`config.mk`:
```
export PLATFORM = sky130hd
export DESIGN_NAME = ccc_lock_reset_sequencer
export DESIGN_NICKNAME = d
export VERILOG_FILES = /design/src/rtl/ccc_seq_pkg.sv /design/src/rtl/ccc_lock_sync.sv /design/src/rtl/ccc_lock_reset_sequencer.sv
export SDC_FILE = /design/constraint.sdc
export NUM_CORES = 1
export LEC_CHECK = 0
export ABC_AREA = 1
export BUFFER_PORTS_ARGS = -buffer_cell sky130_fd_sc_hd__buf_2
export CAP_MARGIN = 20
export CORE_MARGIN = 2
export CORE_UTILIZATION = 50
export DETAILED_ROUTE_END_ITERATION = 16
export PLACE_DENSITY_LB_ADDON = 0.1
export SYNTH_ARGS = -nofsm -noshare
export SYNTH_HDL_FRONTEND = slang
export SYNTH_HIERARCHICAL = 1
export SYNTH_SLANG_ARGS = --single-unit
```
`constraint.sdc`:
```
create_clock -name i_fab_clk -period 4.8 [get_ports i_fab_clk]
set_clock_uncertainty 0.15 [all_clocks]
set_input_delay 0.48 -clock i_fab_clk [delete_from_list [all_inputs] [get_ports i_fab_clk]]
set_output_delay 0.48 -clock i_fab_clk [all_outputs]
set_load 0.03 [all_outputs]
```
`src/rtl/ccc_seq_pkg.sv`:
```
// rtl/ccc_seq_pkg.sv - shared state encoding and helpers for the CCC reset sequencer
//
// Purpose : state encoding visible on the debug STATE output, plus a
//           constant-evaluable clog2 used to size the stage index.
// Ports   : none (package).
package ccc_seq_pkg;

  typedef enum logic [1:0] {
    ST_WAIT_LOCK = 2'd0,
    ST_RELEASE   = 2'd1,
    ST_RUN       = 2'd2,
    ST_HOLD      = 2'd3
  } state_t;

  function automatic int clog2(input int value);
    int r;
    r = 0;
    for (int i = 0; i < 31; i++) begin
      if ((1 << i) < value) r = i + 1;
    end
    return r;
  endfunction

endpackage

```
`src/rtl/ccc_lock_sync.sv`:
```
// rtl/ccc_lock_sync.sv - generic two-flop synchroniser for asynchronous status inputs
//
// Purpose : brings an asynchronous level into the i_clk domain; outputs 0
//           while reset is asserted.
// Ports   : i_clk   - destination clock
//           i_rst_n - asynchronous active-low reset
//           i_async - asynchronous input level(s)
//           o_sync  - synchronised level(s), two edges of latency
module ccc_lock_sync #(
  parameter int WIDTH = 1
) (
  input  logic             i_clk,
  input  logic             i_rst_n,
  input  logic [WIDTH-1:0] i_async,
  output logic [WIDTH-1:0] o_sync
);

  logic [WIDTH-1:0] r_meta;
  logic [WIDTH-1:0] r_sync;

  always_ff @(posedge i_clk or negedge i_rst_n) begin
    if (!i_rst_n) begin
      r_meta <= '0;
      r_sync <= '0;
    end else begin
      r_meta <= i_async;
      r_sync <= r_meta;
    end
  end

  assign o_sync = r_sync;

endmodule

```
`src/rtl/ccc_lock_reset_sequencer.sv`:
```
// rtl/ccc_lock_reset_sequencer.sv - CCC lock qualified, staged fabric reset release
//
// Purpose : waits for a stable CCC lock (or BYPASS), then releases the
//           fabric reset domains one by one with a fixed gap. Lock loss or a
//           software re-sequence request puts every domain back into reset.
// Ports   : i_fab_clk     - fabric clock
//           i_m2f_reset_n - asynchronous active-low reset
//           i_lock_in     - CCC lock, asynchronous
//           i_bypass      - quasi-static, lock treated as always present
//           i_reseq_req   - four-phase re-sequence request
//           o_reseq_ack   - four-phase acknowledge
//           o_rst_n_out   - per-domain active-low resets, bit 0 first
//           o_ready       - all domains released
//           o_timeout     - sticky, lock not stable in time
//           o_loss_cnt    - saturating lock-loss count
//           o_state       - debug state encoding
module ccc_lock_reset_sequencer
  import ccc_seq_pkg::*;
#(
  parameter int LOCK_STABLE_CYCLES = 1024,
  parameter int STAGE_GAP          = 16,
  parameter int NUM_STAGES         = 3,
  parameter int TIMEOUT_CYCLES     = 65535,
  parameter int CNT_W              = 16,
  parameter int LOSS_W             = 8
) (
  input  logic                  i_fab_clk,
  input  logic                  i_m2f_reset_n,
  input  logic                  i_lock_in,
  input  logic                  i_bypass,
  input  logic                  i_reseq_req,
  output logic                  o_reseq_ack,
  output logic [NUM_STAGES-1:0] o_rst_n_out,
  output logic                  o_ready,
  output logic                  o_timeout,
  output logic [LOSS_W-1:0]     o_loss_cnt,
  output logic [1:0]            o_state
);

  localparam int STG_W = clog2(NUM_STAGES) + 1;

  logic                  w_lock_s;
  logic                  w_lk;

  state_t                r_state,   w_state_nxt;
  logic [NUM_STAGES-1:0] r_rst_n,   w_rst_n_nxt;
  logic                  r_ready,   w_ready_nxt;
  logic                  r_timeout, w_timeout_nxt;
  logic [LOSS_W-1:0]     r_loss,    w_loss_nxt;
  logic                  r_ack,     w_ack_nxt;
  logic [CNT_W-1:0]      r_stab,    w_stab_nxt;
  logic [CNT_W-1:0]      r_to_cnt,  w_to_cnt_nxt;
  logic [CNT_W-1:0]      r_gap,     w_gap_nxt;
  logic [STG_W-1:0]      r_stage,   w_stage_nxt;

  ccc_lock_sync #(.WIDTH(1)) u_lock_sync (
    .i_clk   (i_fab_clk),
    .i_rst_n (i_m2f_reset_n),
    .i_async (i_lock_in),
    .o_sync  (w_lock_s)
  );

  // BYPASS is quasi-static so it skips the synchroniser.
  assign w_lk = w_lock_s | i_bypass;

  always_ff @(posedge i_fab_clk or negedge i_m2f_reset_n) begin
    if (!i_m2f_reset_n) begin
      r_state   <= ST_WAIT_LOCK;
      r_rst_n   <= '0;
      r_ready   <= 1'b0;
      r_timeout <= 1'b0;
      r_loss    <= '0;
      r_ack     <= 1'b0;
      r_stab    <= '0;
      r_to_cnt  <= '0;
      r_gap     <= '0;
      r_stage   <= '0;
    end else begin
      r_state   <= w_state_nxt;
      r_rst_n   <= w_rst_n_nxt;
      r_ready   <= w_ready_nxt;
      r_timeout <= w_timeout_nxt;
      r_loss    <= w_loss_nxt;
      r_ack     <= w_ack_nxt;
      r_stab    <= w_stab_nxt;
      r_to_cnt  <= w_to_cnt_nxt;
      r_gap     <= w_gap_nxt;
      r_stage   <= w_stage_nxt;
    end
  end

  always_comb begin
    w_state_nxt   = r_state;
    w_rst_n_nxt   = r_rst_n;
    w_ready_nxt   = r_ready;
    w_timeout_nxt = r_timeout;
    w_loss_nxt    = r_loss;
    w_ack_nxt     = r_ack;
    w_stab_nxt    = r_stab;
    w_to_cnt_nxt  = r_to_cnt;
    w_gap_nxt     = r_gap;
    w_stage_nxt   = r_stage;

    case (r_state)
      ST_WAIT_LOCK: begin
        if (r_to_cnt != '1) w_to_cnt_nxt = r_to_cnt + CNT_W'(1);
        // Flag on the edge at which the count reaches TIMEOUT_CYCLES.
        if (r_to_cnt >= CNT_W'(TIMEOUT_CYCLES - 1)) w_timeout_nxt = 1'b1;
        if (!w_lk) begin
          w_stab_nxt = '0;
        end else if (r_stab == CNT_W'(LOCK_STABLE_CYCLES - 1)) begin
          w_stab_nxt   = '0;
          w_to_cnt_nxt = '0;
          w_rst_n_nxt  = NUM_STAGES'(1);
          w_gap_nxt    = '0;
          w_stage_nxt  = STG_W'(1);
          if (NUM_STAGES == 1) begin
            w_state_nxt   = ST_RUN;
            w_ready_nxt   = 1'b1;
            w_timeout_nxt = 1'b0;
          end else begin
            w_state_nxt = ST_RELEASE;
          end
        end else begin
          w_stab_nxt = r_stab + CNT_W'(1);
        end
      end

      ST_RELEASE: begin
        if (!w_lk) begin
          w_rst_n_nxt = '0;
          w_ready_nxt = 1'b0;
          if (r_loss != '1) w_loss_nxt = r_loss + LOSS_W'(1);
          w_state_nxt = ST_WAIT_LOCK;
        end else if (r_gap == CNT_W'(STAGE_GAP - 1)) begin
          // OR-ing one bit per stage keeps the outputs a thermometer code.
          w_rst_n_nxt = r_rst_n | (NUM_STAGES'(1) << r_stage);
          w_gap_nxt   = '0;
          w_stage_nxt = r_stage + STG_W'(1);
          if (r_stage == STG_W'(NUM_STAGES - 1)) begin
            w_state_nxt   = ST_RUN;
            w_ready_nxt   = 1'b1;
            w_timeout_nxt = 1'b0;
          end
        end else begin
          w_gap_nxt = r_gap + CNT_W'(1);
        end
      end

      ST_RUN: begin
        // Lock loss wins over a simultaneous request; no ACK is given.
        if (!w_lk) begin
          w_rst_n_nxt = '0;
          w_ready_nxt = 1'b0;
          if (r_loss != '1) w_loss_nxt = r_loss + LOSS_W'(1);
          w_state_nxt = ST_WAIT_LOCK;
        end else if (i_reseq_req) begin
          w_rst_n_nxt = '0;
          w_ready_nxt = 1'b0;
          w_ack_nxt   = 1'b1;
          w_state_nxt = ST_HOLD;
        end
      end

      ST_HOLD: begin
        if (!i_reseq_req) begin
          w_ack_nxt   = 1'b0;
          w_state_nxt = ST_WAIT_LOCK;
        end
      end

      default: w_state_nxt = ST_WAIT_LOCK;
    endcase
  end

  assign o_reseq_ack = r_ack;
  assign o_rst_n_out = r_rst_n;
  assign o_ready     = r_ready;
  assign o_timeout   = r_timeout;
  assign o_loss_cnt  = r_loss;
  assign o_state     = r_state;

endmodule

```
==> summary.txt <==
Critical path
  • Reg-to-Reg End: r_gap[0]
  • CP peak stage delay: 650 ps
  • CP Class: flip-flop to flip-flop
  • Slowest CP cell: ha_1
  • Arr. time, crit path: 2940 ps
  • Worst Path Required: 4920 ps
  • Crit path max fanout: 25
  • Worst R2R Path Depth: 8
  • Worst Setup End Kind: flip-flop
  • Top delay family on crit path: buffers and inverters
  • WP buf/inv: 3
  • Reg2reg setup slack: 1980 ps
  • Startpoint types: flip-flop
  • Critical R2R Launch: o_state[1]
  • Critical Path, Cell by Cell: inv_1 -> ha_1 -> clkinv_1 -> a21oi_1 -> nand2_4 -> inv_2 -> nand2_1 -> o21ai_0

Synthesis
  • Post-synth EDFFs: 0
  • Cell Area, Synth: 4360 um^2
  • Mapped Cells: 605
  • Post-Synth Adder-Cell Area: 0.0373
  • Distinct cells, synth: 37
  • Register area share after synthesis: 0.396
  • Cell taking the most area after synthesis: dfrtp_1
  • Yosys top cell area share: 0.396
  • Synth area leaders: dfrtp_1, nand2_1, nor2_1, nand3_1, inv_1
  • Syn_nets: 623
  • Ys async rst share: 1.00
  • Syn_area_per_cell: 7.20 um^2
  • Mux contribution to synthesized area: 0
  • Post-Synth Simple-Gate Area: 0.366
  • Synth cell count leaders: nand2_1, nor2_1, dfrtp_1, inv_1, nand3_1
  • Largest family of logic cells by synthesized area: simple AND/OR/NAND/NOR gates
  • Yosys warnings: 6
  • Ys flop type: dfrtp_1
  • Post-synthesis xor/xnor area fraction: 0.0442
  • #FFs+latches synth: 69
  • Most numerous cell in the Yosys netlist: nand2_1
  • Compound-Gate Fraction of Synth Area: 0.0876

Timing
  • Fin. max-slew vios: 0
  • Worst-Margin Slew: 824 ps
  • Worst slew margin: 0.450
  • Final setup vio count: 0
  • RSZ-0062 raised after global routing: no
  • Final Cycle Share: 0.587
  • Tmin final: 2820 ps
  • F_max: 355 MHz
  • Setup TNS: 0 ps
  • Final Hold Viols: 0

CTS
  • Clk buf depth: 2
  • H-tree Lvls: 3
  • CTS sink count: 69
  • Post-CTS setup buffers: 0
  • Clock edge transition at the registers on the reported setup and hold paths: 70 ps
  • Post-cts sizing count: 0
  • Root Buffer: clkbuf_8
  • CTS buffer count: 9
  • Hold-fix buffers, CTS: 0
  • Worst-skew pair later-pin latency: 350 ps
  • CTS tree: done

Layout
  • Fin util: 0.549
  • Area of the multi-input gates: 2330 um^2
  • Reg area: 1730 um^2
  • Ant. Diodes: 0
  • P&R area growth vs syn: 8.30%
  • Fraction of layout cells with a size suffix above 1: 0.105
  • Final #Nets: 646
  • Fill count: 841

GRT
  • Initial antenna violation count: 0
  • Gr usage total: 0.216
  • Overflow left after global routing: 0
  • First-pass GRT wire length: 16900 um
  • Largest net degree at the start of global routing: 37
  • Vias in the first global route: 3683

Route
  • Initial DRT Pass Iterations: 4
  • Final wirelength: 9510 um
  • Initial DRC count: 140
  • WL/cell: 12.9 um
  • Final ANT Viol Nets: 0
  • DR DRC count: 0
  • Vias per cell: 5.15
  • Via count: 3804

Die
  • Die Ht: 97.3 um
  • Initial Utilization: 0.507
  • Die width: 97.3 um
  • IO Pins: 21
  • FP Rows: 34
  • Core Area: 8590 um^2
  • Die Area: 9470 um^2

Run status
  • Outcome: finished, final reports clean

Power
  • Pwr Density: 490 nW/um^2
  • P_leak: 2.29 nW
  • VDD IR max: 276 uV
  • Total power: 2.31 mW

Placement
  • PortBufs: 20
  • RePlAce Congestion: 0.849
  • Dpl hpwl: 6640 um

Worst hold path
  • Hold Crit Class: input pin to async pin

Job
  • Max Cap Viol: 0
[power by group]
| part | internal [mW] | switching, mW |
|---|---|---|
| Sequential | 0.726 | 0.165 |
| Clock | 0.232 | 0.224 |
| Combinational | 0.301 | 0.662 |
| Total | 1.26 | 1.05 |
[metal layers]
metal	routed length, um	vias up	track usage
li1	-	1981	-
met3	211	14	0.0281
met2	4380	43	0.350
met1	4760	1766	0.295
met5	0	-	0
met4	162	0	0.0865
[cell type report]
class / count / share of cell area
timing repair buffer: 22 / 0.0244
clock buffer: 9 / 0.0263
tap: 108 / 0.0286
inverter: 62 / 0.0493
sequential: 69 / 0.366
multi-input combinational: 464 / 0.494
clock inverter: 5 / 0.0114
[placed cells by master (no fill, tap or decap), types with 4 or more instances in the layout]
| master | netlist | layout |
|---|---|---|
| a21oi_1 | 6 | 6 |
| buf_2 | 1 | 20 |
| clkbuf_8 | 0 | 9 |
| dfrtp_1 | 69 | 69 |
| ha_1 | 13 | 13 |
| inv_1 | 58 | 58 |
| nand2_1 | 199 | 199 |
| nand2_2 | 6 | 6 |
| nand3_1 | 50 | 50 |
| nand4_1 | 13 | 13 |
| nor2_1 | 70 | 70 |
| nor2_2 | 4 | 4 |
| nor3_1 | 7 | 7 |
| o21ai_0 | 26 | 26 |
| o21ai_1 | 11 | 11 |
| o21ai_2 | 5 | 5 |
| o21bai_1 | 12 | 12 |
| xnor2_1 | 7 | 7 |
| xor2_1 | 15 | 15 |
[registers in the layout, summed over array words and instances, names as in the netlist, 2 cells and up]
name         cells
r_gap           16
o_rst_n_out      3
o_state          2
r_to_cnt        16
r_stage          3
o_loss_cnt       8
r_stab          16
[through the flow]
step | area (um^2) | hold WS (ps) | instances | setup slack [ps]
6_report | 4720 | 51.0 | 739 | 1980
4_1_cts | 4720 | 68.1 | 739 | 1960
3_3_place_gp | 4540 | 182 | 725 | 2080
3_5_place_dp | 4540 | 192 | 725 | 1980
2_1_floorplan | 4360 | 34.4 | 605 | 2860
5_1_grt | 4720 | 65.3 | 739 | 1630
[cells by family (layout without fill, tap and decap cells)]
group | Yosys count | count (layout)
simple gates | 364 | 364
buf+inv | 72 | 98
flops | 69 | 69
compound gates | 65 | 65
xor+xnor | 22 | 22
fa+ha+maj | 13 | 13
[worst max-delay path by stage]
stage,from,cells after the start,to
detailed placement,o_state[1],7,r_gap[0]
global placement,o_state[1],7,r_gap[0]
CTS,o_state[1],7,r_gap[0]
global route,o_state[1],8,r_stage[0]
finish,o_state[1],8,r_gap[0]
floorplan,o_state[0],9,r_gap[2]
Power figures use the tool's default switching activity.
